$ cat src/rtl/branch_pkg.sv
// Shared definitions for the EX-stage branch resolver.
// Funct3 encodings, FSM states and the branch condition helper.
package branch_pkg;

  localparam logic [2:0] F3_BEQ  = 3'b000;
  localparam logic [2:0] F3_BNE  = 3'b001;
  localparam logic [2:0] F3_BLT  = 3'b100;
  localparam logic [2:0] F3_BGE  = 3'b101;
  localparam logic [2:0] F3_BLTU = 3'b110;
  localparam logic [2:0] F3_BGEU = 3'b111;

  typedef enum logic [1:0] {
    IDLE,
    REDIRECT,
    FLUSH
  } br_state_e;

  function automatic logic br_taken(
    input logic [2:0] funct3,
    input logic       less,
    input logic       equal
  );
    logic t;
    t = 1'b0;
    case (funct3)
      F3_BEQ:  t = equal;
      F3_BNE:  t = !equal;
      F3_BLT:  t = less;
      F3_BGE:  t = !less;
      F3_BLTU: t = less;
      F3_BGEU: t = !less;
      default: t = 1'b0;
    endcase
    return t;
  endfunction

  function automatic logic f3_illegal(
    input logic [2:0] funct3
  );
    return (funct3 == 3'b010) ||
           (funct3 == 3'b011);
  endfunction

endpackage

$ cat src/rtl/sat_counter.sv
// Saturating up-counter with async active-low clear.
// Sticks at all-ones once reached.
module sat_counter #(
  parameter int W = 32
) (
  input  logic         i_clk,
  input  logic         i_rst_n,
  input  logic         i_inc,
  output logic [W-1:0] o_cnt
);

  logic [W-1:0] cnt_q;

  always_ff @(posedge i_clk or negedge i_rst_n) begin
    if (!i_rst_n) begin
      cnt_q <= '0;
    end else if (i_inc && (cnt_q != '1)) begin
      cnt_q <= cnt_q + 1'b1;
    end
  end

  assign o_cnt = cnt_q;

endmodule

$ cat src/rtl/branch_resolver.sv
// EX-stage branch/jump resolver: decides taken, computes the
// target, redirects fetch and flushes younger stages.
module branch_resolver
  import branch_pkg::*;
#(
  parameter int XLEN         = 32,
  parameter int FLUSH_CYCLES = 2,
  parameter int CNT_W        = 32
) (
  input  logic             i_clk,
  input  logic             i_rst_n,
  input  logic             i_ex_valid,
  output logic             o_ex_ready,
  input  logic             i_ex_is_br,
  input  logic             i_ex_is_jal,
  input  logic             i_ex_is_jalr,
  input  logic [2:0]       i_ex_funct3,
  input  logic [XLEN-1:0]  i_ex_pc,
  input  logic [XLEN-1:0]  i_ex_imm,
  input  logic [XLEN-1:0]  i_rs1_data,
  output logic             o_br_un,
  input  logic             i_br_less,
  input  logic             i_br_equal,
  output logic             o_redirect_valid,
  output logic [XLEN-1:0]  o_redirect_pc,
  input  logic             i_redirect_ready,
  output logic             o_flush,
  output logic             o_illegal,
  output logic             o_misalign,
  output logic [CNT_W-1:0] o_branch_cnt,
  output logic [CNT_W-1:0] o_taken_cnt
);

  localparam logic [3:0] FC_INIT =
    (FLUSH_CYCLES == 0) ? 4'd0 : 4'(FLUSH_CYCLES - 1);

  br_state_e       state_q;
  logic [3:0]      cnt_q;
  logic            rvalid_q;
  logic [XLEN-1:0] rpc_q;
  logic            flush_q;
  logic            illegal_q;
  logic            misalign_q;

  logic            accept;
  logic            taken;
  logic            illegal;
  logic            misalign;
  logic            redirect;
  logic [XLEN-1:0] target;
  logic [XLEN-1:0] jalr_sum;

  assign o_br_un    = i_ex_funct3[1];
  assign o_ex_ready = (state_q == IDLE);
  assign accept     = i_ex_valid & o_ex_ready;

  assign jalr_sum = i_rs1_data + i_ex_imm;

  always_comb begin
    taken   = 1'b0;
    illegal = 1'b0;
    target  = i_ex_pc + i_ex_imm;
    if (i_ex_is_jalr) begin
      taken  = 1'b1;
      target = {jalr_sum[XLEN-1:1], 1'b0};
    end else if (i_ex_is_jal) begin
      taken = 1'b1;
    end else if (i_ex_is_br) begin
      taken   = br_taken(i_ex_funct3, i_br_less,
                         i_br_equal);
      illegal = f3_illegal(i_ex_funct3);
    end
  end

  // A taken target off a 4-byte boundary never redirects.
  assign misalign = taken & target[1];
  assign redirect = accept & taken & !target[1];

  always_ff @(posedge i_clk or negedge i_rst_n) begin
    if (!i_rst_n) begin
      state_q    <= IDLE;
      cnt_q      <= '0;
      rvalid_q   <= 1'b0;
      rpc_q      <= '0;
      flush_q    <= 1'b0;
      illegal_q  <= 1'b0;
      misalign_q <= 1'b0;
    end else begin
      illegal_q  <= accept & illegal;
      misalign_q <= accept & misalign;
      unique case (state_q)
        IDLE: begin
          if (redirect) begin
            state_q  <= REDIRECT;
            rpc_q    <= target;
            rvalid_q <= 1'b1;
            flush_q  <= 1'b1;
          end
        end
        REDIRECT: begin
          if (i_redirect_ready) begin
            rvalid_q <= 1'b0;
            if (FLUSH_CYCLES == 0) begin
              state_q <= IDLE;
              flush_q <= 1'b0;
            end else begin
              state_q <= FLUSH;
              cnt_q   <= FC_INIT;
            end
          end
        end
        FLUSH: begin
          if (cnt_q == 4'd0) begin
            state_q <= IDLE;
            flush_q <= 1'b0;
          end else begin
            cnt_q <= cnt_q - 4'd1;
          end
        end
        default: state_q <= IDLE;
      endcase
    end
  end

  assign o_redirect_valid = rvalid_q;
  assign o_redirect_pc    = rpc_q;
  assign o_flush          = flush_q;
  assign o_illegal        = illegal_q;
  assign o_misalign       = misalign_q;

  sat_counter #(.W(CNT_W)) u_branch_cnt (
    .i_clk   (i_clk),
    .i_rst_n (i_rst_n),
    .i_inc   (accept),
    .o_cnt   (o_branch_cnt)
  );

  sat_counter #(.W(CNT_W)) u_taken_cnt (
    .i_clk   (i_clk),
    .i_rst_n (i_rst_n),
    .i_inc   (redirect),
    .o_cnt   (o_taken_cnt)
  );

endmodule

$ cat config.mk
export PLATFORM = sky130hd
export DESIGN_NAME = branch_resolver
export DESIGN_NICKNAME = d
export VERILOG_FILES = /design/src/rtl/branch_pkg.sv /design/src/rtl/sat_counter.sv /design/src/rtl/branch_resolver.sv
export SDC_FILE = /design/constraint.sdc
export NUM_CORES = 1
export LEC_CHECK = 0
export CELL_PAD_IN_SITES_DETAIL_PLACEMENT = 1
export CELL_PAD_IN_SITES_GLOBAL_PLACEMENT = 2
export CORE_ASPECT_RATIO = 1.5
export CORE_UTILIZATION = 31
export CTS_CLUSTER_DIAMETER = 30
export CTS_CLUSTER_SIZE = 20
export DETAILED_ROUTE_END_ITERATION = 10
export GPL_ROUTABILITY_DRIVEN = 1
export PLACE_DENSITY = 0.95
export SYNTH_ARGS = -nofsm -noshare
export SYNTH_HDL_FRONTEND = slang
export SYNTH_SLANG_ARGS = --single-unit
export TNS_END_PERCENT = 1
$ cat constraint.sdc
create_clock -name i_clk -period 5.5 [get_ports i_clk]
set_input_delay 1.1 -clock i_clk [delete_from_list [all_inputs] [get_ports i_clk]]
set_output_delay 1.1 -clock i_clk [all_outputs]
set_load 0.05 [all_outputs]
# Word-level counts from Yosys, hierarchy flattened
# Index checks and enable logic that the tools add are counted.
[op_classes]
add_sub_neg = 5
eq_ne = 15
mux = 20
bitwise_logic = 6
reduce_logical = 19
[op_table]
columns = ["operator", "n"]
rows = [
  ["32-bit by 1-bit adder with 32-bit output (second input constant)", 2],
  ["32-bit adder", 2],
  ["32-bit != test (second input constant)", 2],
  ["32-bit 2-to-1 mux", 1],
  ["3-bit equality test (second input constant)", 4],
  ["3-bit AND reduction", 4],
  ["1-bit 2-to-1 mux", 9],
  ["4-bit 2-to-1 mux", 2],
  ["4-bit one-hot mux with 2 select lines", 1],
  ["1-bit bitwise AND", 6],
  ["3-bit by 2-bit equality test with 1-bit output (second input constant)", 2],
  ["2-bit 2-to-1 mux", 3],
  ["2-bit != test (second input constant)", 3],
  ["2-bit one-hot mux with 3 select lines", 1],
  ["2-bit nonzero test", 3],
  ["4-bit zero test", 1],
  ["1-bit one-hot mux with 2 select lines", 2],
  ["1-bit one-hot mux with 4 select lines", 1],
  ["2-bit OR reduction", 2],
  ["4-bit by 1-bit subtractor with 4-bit output (second input constant)", 1],
  ["3-bit by 1-bit equality test with 1-bit output (second input constant)", 1],
  ["1-bit zero test", 3],
  ["3-bit zero test", 1],
  ["2-bit by 1-bit equality test with 1-bit output (second input constant)", 1],
  ["6 further kinds", 7],
]
[word_totals]
reg_bits = 106
in_bits = 108
output_inout_bits = 102
elab_cells = 74

# Depth between registers and ports, before layout
[depth]
word_depth = 10
ltp_mapped = 12
depth_no_buf = 12

# Hierarchy
# From an unflattened synthesis, not the netlist that was laid out.
[hier_totals]
cells_unflattened = 983
area_unflattened_um2 = 8400.6
[by_module_without_submodules]
columns = ["mod", "instances", "cells_per_inst", "area_each_um2", "seq_area_each_um2"]
rows = [
  ["branch_resolver", 1, 703, 5355.1, 1051.0],
  ["sat_counter", 2, 140, 1522.7, 800.8],
]

# Worst setup path after synthesis
# OpenSTA, ideal clock, no wires.
[synth_path]
path_type = "input-to-reg"
startpoint = "in i_ex_imm[4]"
endpoint = "reg rpc_q[23], in the netlist o_redirect_pc[23]"
setup_ns = 0.130
arrival_time_ns = 3.264
required_ns = 5.370
slack_ns = 2.106
stages = 10
n_path_buf = 0
cell_sequence = "ha_1 a211o_1 o211a_1 o41ai_1 nand3_1 a21o_1 a21o_1 a21oi_1 xor2_1 o21ai_0"
[synth_between]
elab_chain_cells = 2
[synth_rtl]
columns = ["element", "line_no", "rtl"]
rows = [
  ["start, declared", "branch_resolver.sv:19", "input logic [XLEN-1:0] i_ex_imm,"],
  ["32-bit adder (on tied branches)", "branch_resolver.sv:62, branch_resolver.sv:57", ""],
  ["32-bit 2-to-1 mux (*)", "branch_resolver.sv:63", "if (i_ex_is_jalr) begin"],
  ["end signal, assigned", "branch_resolver.sv:95", "rpc_q <= target;"],
  ["end, declared", "branch_resolver.sv:40", "logic [XLEN-1:0] rpc_q;"],
]
# Mark *: on every way between the ends. The rest lies on a longest branch, timed or not.
# A chain may end at the register's enable or synchronous reset.

# Worst setup path after layout
[layout_path]
startpoint = "in i_ex_imm[0]"
endpoint = "reg rpc_q[29], in the netlist o_redirect_pc[29]"
[layout_between]
elab_chain_cells = 5
[layout_rtl]
columns = ["element", "line_no", "rtl"]
rows = [
  ["32-bit adder (on tied branches)", "branch_resolver.sv:62, branch_resolver.sv:57", ""],
  ["32-bit 2-to-1 mux (*)", "branch_resolver.sv:63", ""],
  ["1-bit zero test", "branch_resolver.sv:77", "assign redirect = accept & taken & !target[1];"],
  ["1-bit bitwise AND", "branch_resolver.sv:77", ""],
  ["2-bit AND reduction (no source line)", "--", ""],
]
# Marks and branches as above.

==> metrics <==
syn_nets 1070; P_sw 1670 uW; wire length of the first global-routing pass 42700 um; clock root buffer clkbuf_16; Max FO, Critical Path 18; worst slew pin tran 0.800 ns; crit share post-route 0.787; Area growth syn-to-layout 35.2%; post-route ant nets 0; slowest CP cell nand2_1; Critical Path RT 5.79 ns; cts bufs inserted 9; register area 2650 um2; hold buffer count at CTS 0; post-CTS setup buffers 0; I/O Buffers 209; largest net degree at the start of global routing 60; GP Congestion 0.890; synthesized area 7880 um2; Flop pwr share 0.307; die area 26100 um2; antenna cells 0; Die Y 197 um; row count 71; power per cell area 337 nW/um2; post-DP HPWL 21800 um; initial core utilization 0.315; Setup crit end kind flop; # resized after CTS 0; Worst Path Arrival 4.62 ns; WL/cell 18.8 um; Avg Synthesized Cell Area 8.81 um2; crit path cell chain clkdlybuf4s50_1 > ha_1 > inv_1 > fa_1 > nor3b_1 > nand2_1 > nand2_1 > nor2_1 > nor4b_1 > mux2i_1 > o21ai_1; commonest non-fill, non-tap cell in the layout clkdlybuf4s50_1; Post-Route WL 27000 um; Die Wd 132 um; Hold Crit Class reg2reg; CTS HTree Levels 3; worst clock skew 0.0131 ns; GRT overflow 0; Final TNS setup 0 ns; CP max stage delay 0.62 ns; Synth async-reset ratio 1.00; outcome finished, final reports clean; Crit path max-delay family simple AND/OR/NAND/NOR gates; I/O pins 210; drt pass-1 iters 4; Final setup violation count 0; Overall Global Routing Usage 0.208; RSZ-0062 raised after global routing false; clk buf depth 2; post-synthesis cell count 895; final core occ 0.425; sequential share of the synthesized area 0.337; Sink Count 106; CTS tree done; Setup CP Type in2reg; Max-Cap Viols 0; Clock Latency Late Sink 0.36 ns; DR iter-0 viols 209; Crit path top cell by count nand2_1; R2R cell count 9; critical path launch point type primary input; slew margin rel. 0.460; fraction of layout cells with a size suffix above 1 0.0478; nets@finish 1278; Worst Hold Depth 2; Clk pin slew, worst setup/hold paths 0.08 ns; LEAKAGE 0.00455 uW; Synth Flop Type dfrtp_1; Slew Limit Fails 0; most frequent cells in the layout clkdlybuf4s50_1 (208), dfrtp_1 (106), nand2_1 (102); clock share of power 0.188; initial antenna violation count 0; Multi-input gate area 5090 um2; CP Depth 11; DRC errors left 0; vias in the first global route 8086; worst vdd ir 0.251 mV; DR vias/cell 5.36; Synth Register Bits 106; Fillers 2943; FMAX 231 MHz; Internal Power 1930 uW; Post-synth EDFFs 0; final-report hold violation count 0; minimum clock period 4.33 ns; via count 7692; Switching Share 0.464; Logic pwr share 0.506; Synth Warn # 0; Core ar. 25100 um2; post-synth cell types 78; CP bufs+invs 2
[power by group through the flow]
stage | combinational, uW | sequential (uW) | clock (uW)
after floorplan | 627 | 1610 | 0
after global placement | 1800 | 1110 | 0
after detailed placement | 1830 | 1120 | 0
after CTS | 1830 | 1110 | 689
after global routing | 1940 | 1130 | 719
final | 1820 | 1100 | 674
[area by class of cell]
type / count / share of cell area
sequential: 106 / 0.249
inverter: 24 / 0.00845
multi-input combinational: 749 / 0.477
timing repair buffer: 213 / 0.199
clock inverter: 7 / 0.00704
tap: 328 / 0.0385
clock buffer: 9 / 0.0211
[logic make-up (layout without fill, tap and decap cells)]
| kind of cell | after synthesis | after routing | share of synthesized area |
|---|---|---|---|
| XOR/XNOR | 115 | 115 | 0.128 |
| AND/OR/NAND/NOR | 329 | 329 | 0.210 |
| multiplexers | 3 | 3 | 0.00413 |
| buffers and inverters | 40 | 253 | 0.0197 |
| AO/OA/AOI/OAI | 235 | 235 | 0.193 |
| flip-flops | 106 | 106 | 0.337 |
| adder cells (fa/ha/maj) | 67 | 67 | 0.108 |
[stage by stage]
stage,power (uW),hold slack [ns],instance area (um2),std cells,worst slack (ns)
final,3600,0.468,10700,1436,1.17
after CTS,3630,0.473,10700,1436,1.15
after floorplan,2240,0.456,7880,895,2.11
after global placement,2910,0.452,10400,1420,0.913
after global routing,3790,0.493,10700,1436,0.968
after detailed placement,2940,0.454,10400,1420,0.813
[metal layers]
metal	GRT usage	vias up	routed length (um)
met5	0	-	0
met4	0.109	0	1260
met3	0.0205	60	680
met2	0.396	198	14600
met1	0.226	3767	10400
li1	-	3667	-
[worst min-delay path, stage by stage, from the launching register on]
cell and delay [ns]:
dfrtp_1 0.34, nand2_1 0.05, nand2_1 0.05
[flip-flops by register name (all words and copies together) (netlist names)]
register and cells:
state_q 2, o_flush 1, o_redirect_pc 32, o_redirect_valid 1, u_branch_cnt.o_cnt 32, o_misalign 1, u_taken_cnt.o_cnt 32, o_illegal 1
cnt_q 4
[final timing paths]
path	from	end	slack (ns)
setup / recovery	i_ex_imm[0]	o_redirect_pc[29]	1.17
hold / removal	o_redirect_pc[0]	o_redirect_pc[0]	0.47
setup reg to reg	state_q[0]	o_redirect_pc[29]	2.27
hold reg to reg	o_redirect_pc[0]	o_redirect_pc[0]	0.47
max in group asynchronous	i_rst_n	o_redirect_pc[11]	3.50
min in group asynchronous	i_rst_n	u_branch_cnt.o_cnt[26]	0.80
[Yosys cell counts, drive strengths merged (3+ instances only)]
master   instances  share of area
and3            16          0.013
nand3           47          0.032
nor2b            9         0.0071
or3              4         0.0032
dfrtp          106           0.34
nand2b          16          0.013
xor2            34          0.038
clkbuf          13         0.0062
o311ai           5         0.0056
o21ai           52          0.033
a21oi           70          0.045
a21o            21          0.020
ha              65           0.10
o21bai           4         0.0038
o2111ai          3         0.0033
or2              3         0.0024
a211o            4         0.0044
o31a             3         0.0033
and4             7         0.0081
buf              3         0.0021
a31o             3         0.0033
nor2            67          0.033
nand2          103          0.050
o31ai            9         0.0086
o22ai            5         0.0040
nor3            18          0.012
inv             24          0.011
a21boi           3         0.0029
xnor2           81          0.090
a311oi           3         0.0033
a211oi           6         0.0057
a31oi           10         0.0079
and2             6         0.0051
nand4           22          0.020
nor4             5         0.0048
o211ai          11          0.011
o21a             5         0.0048
Power figures use the tool's default switching activity.
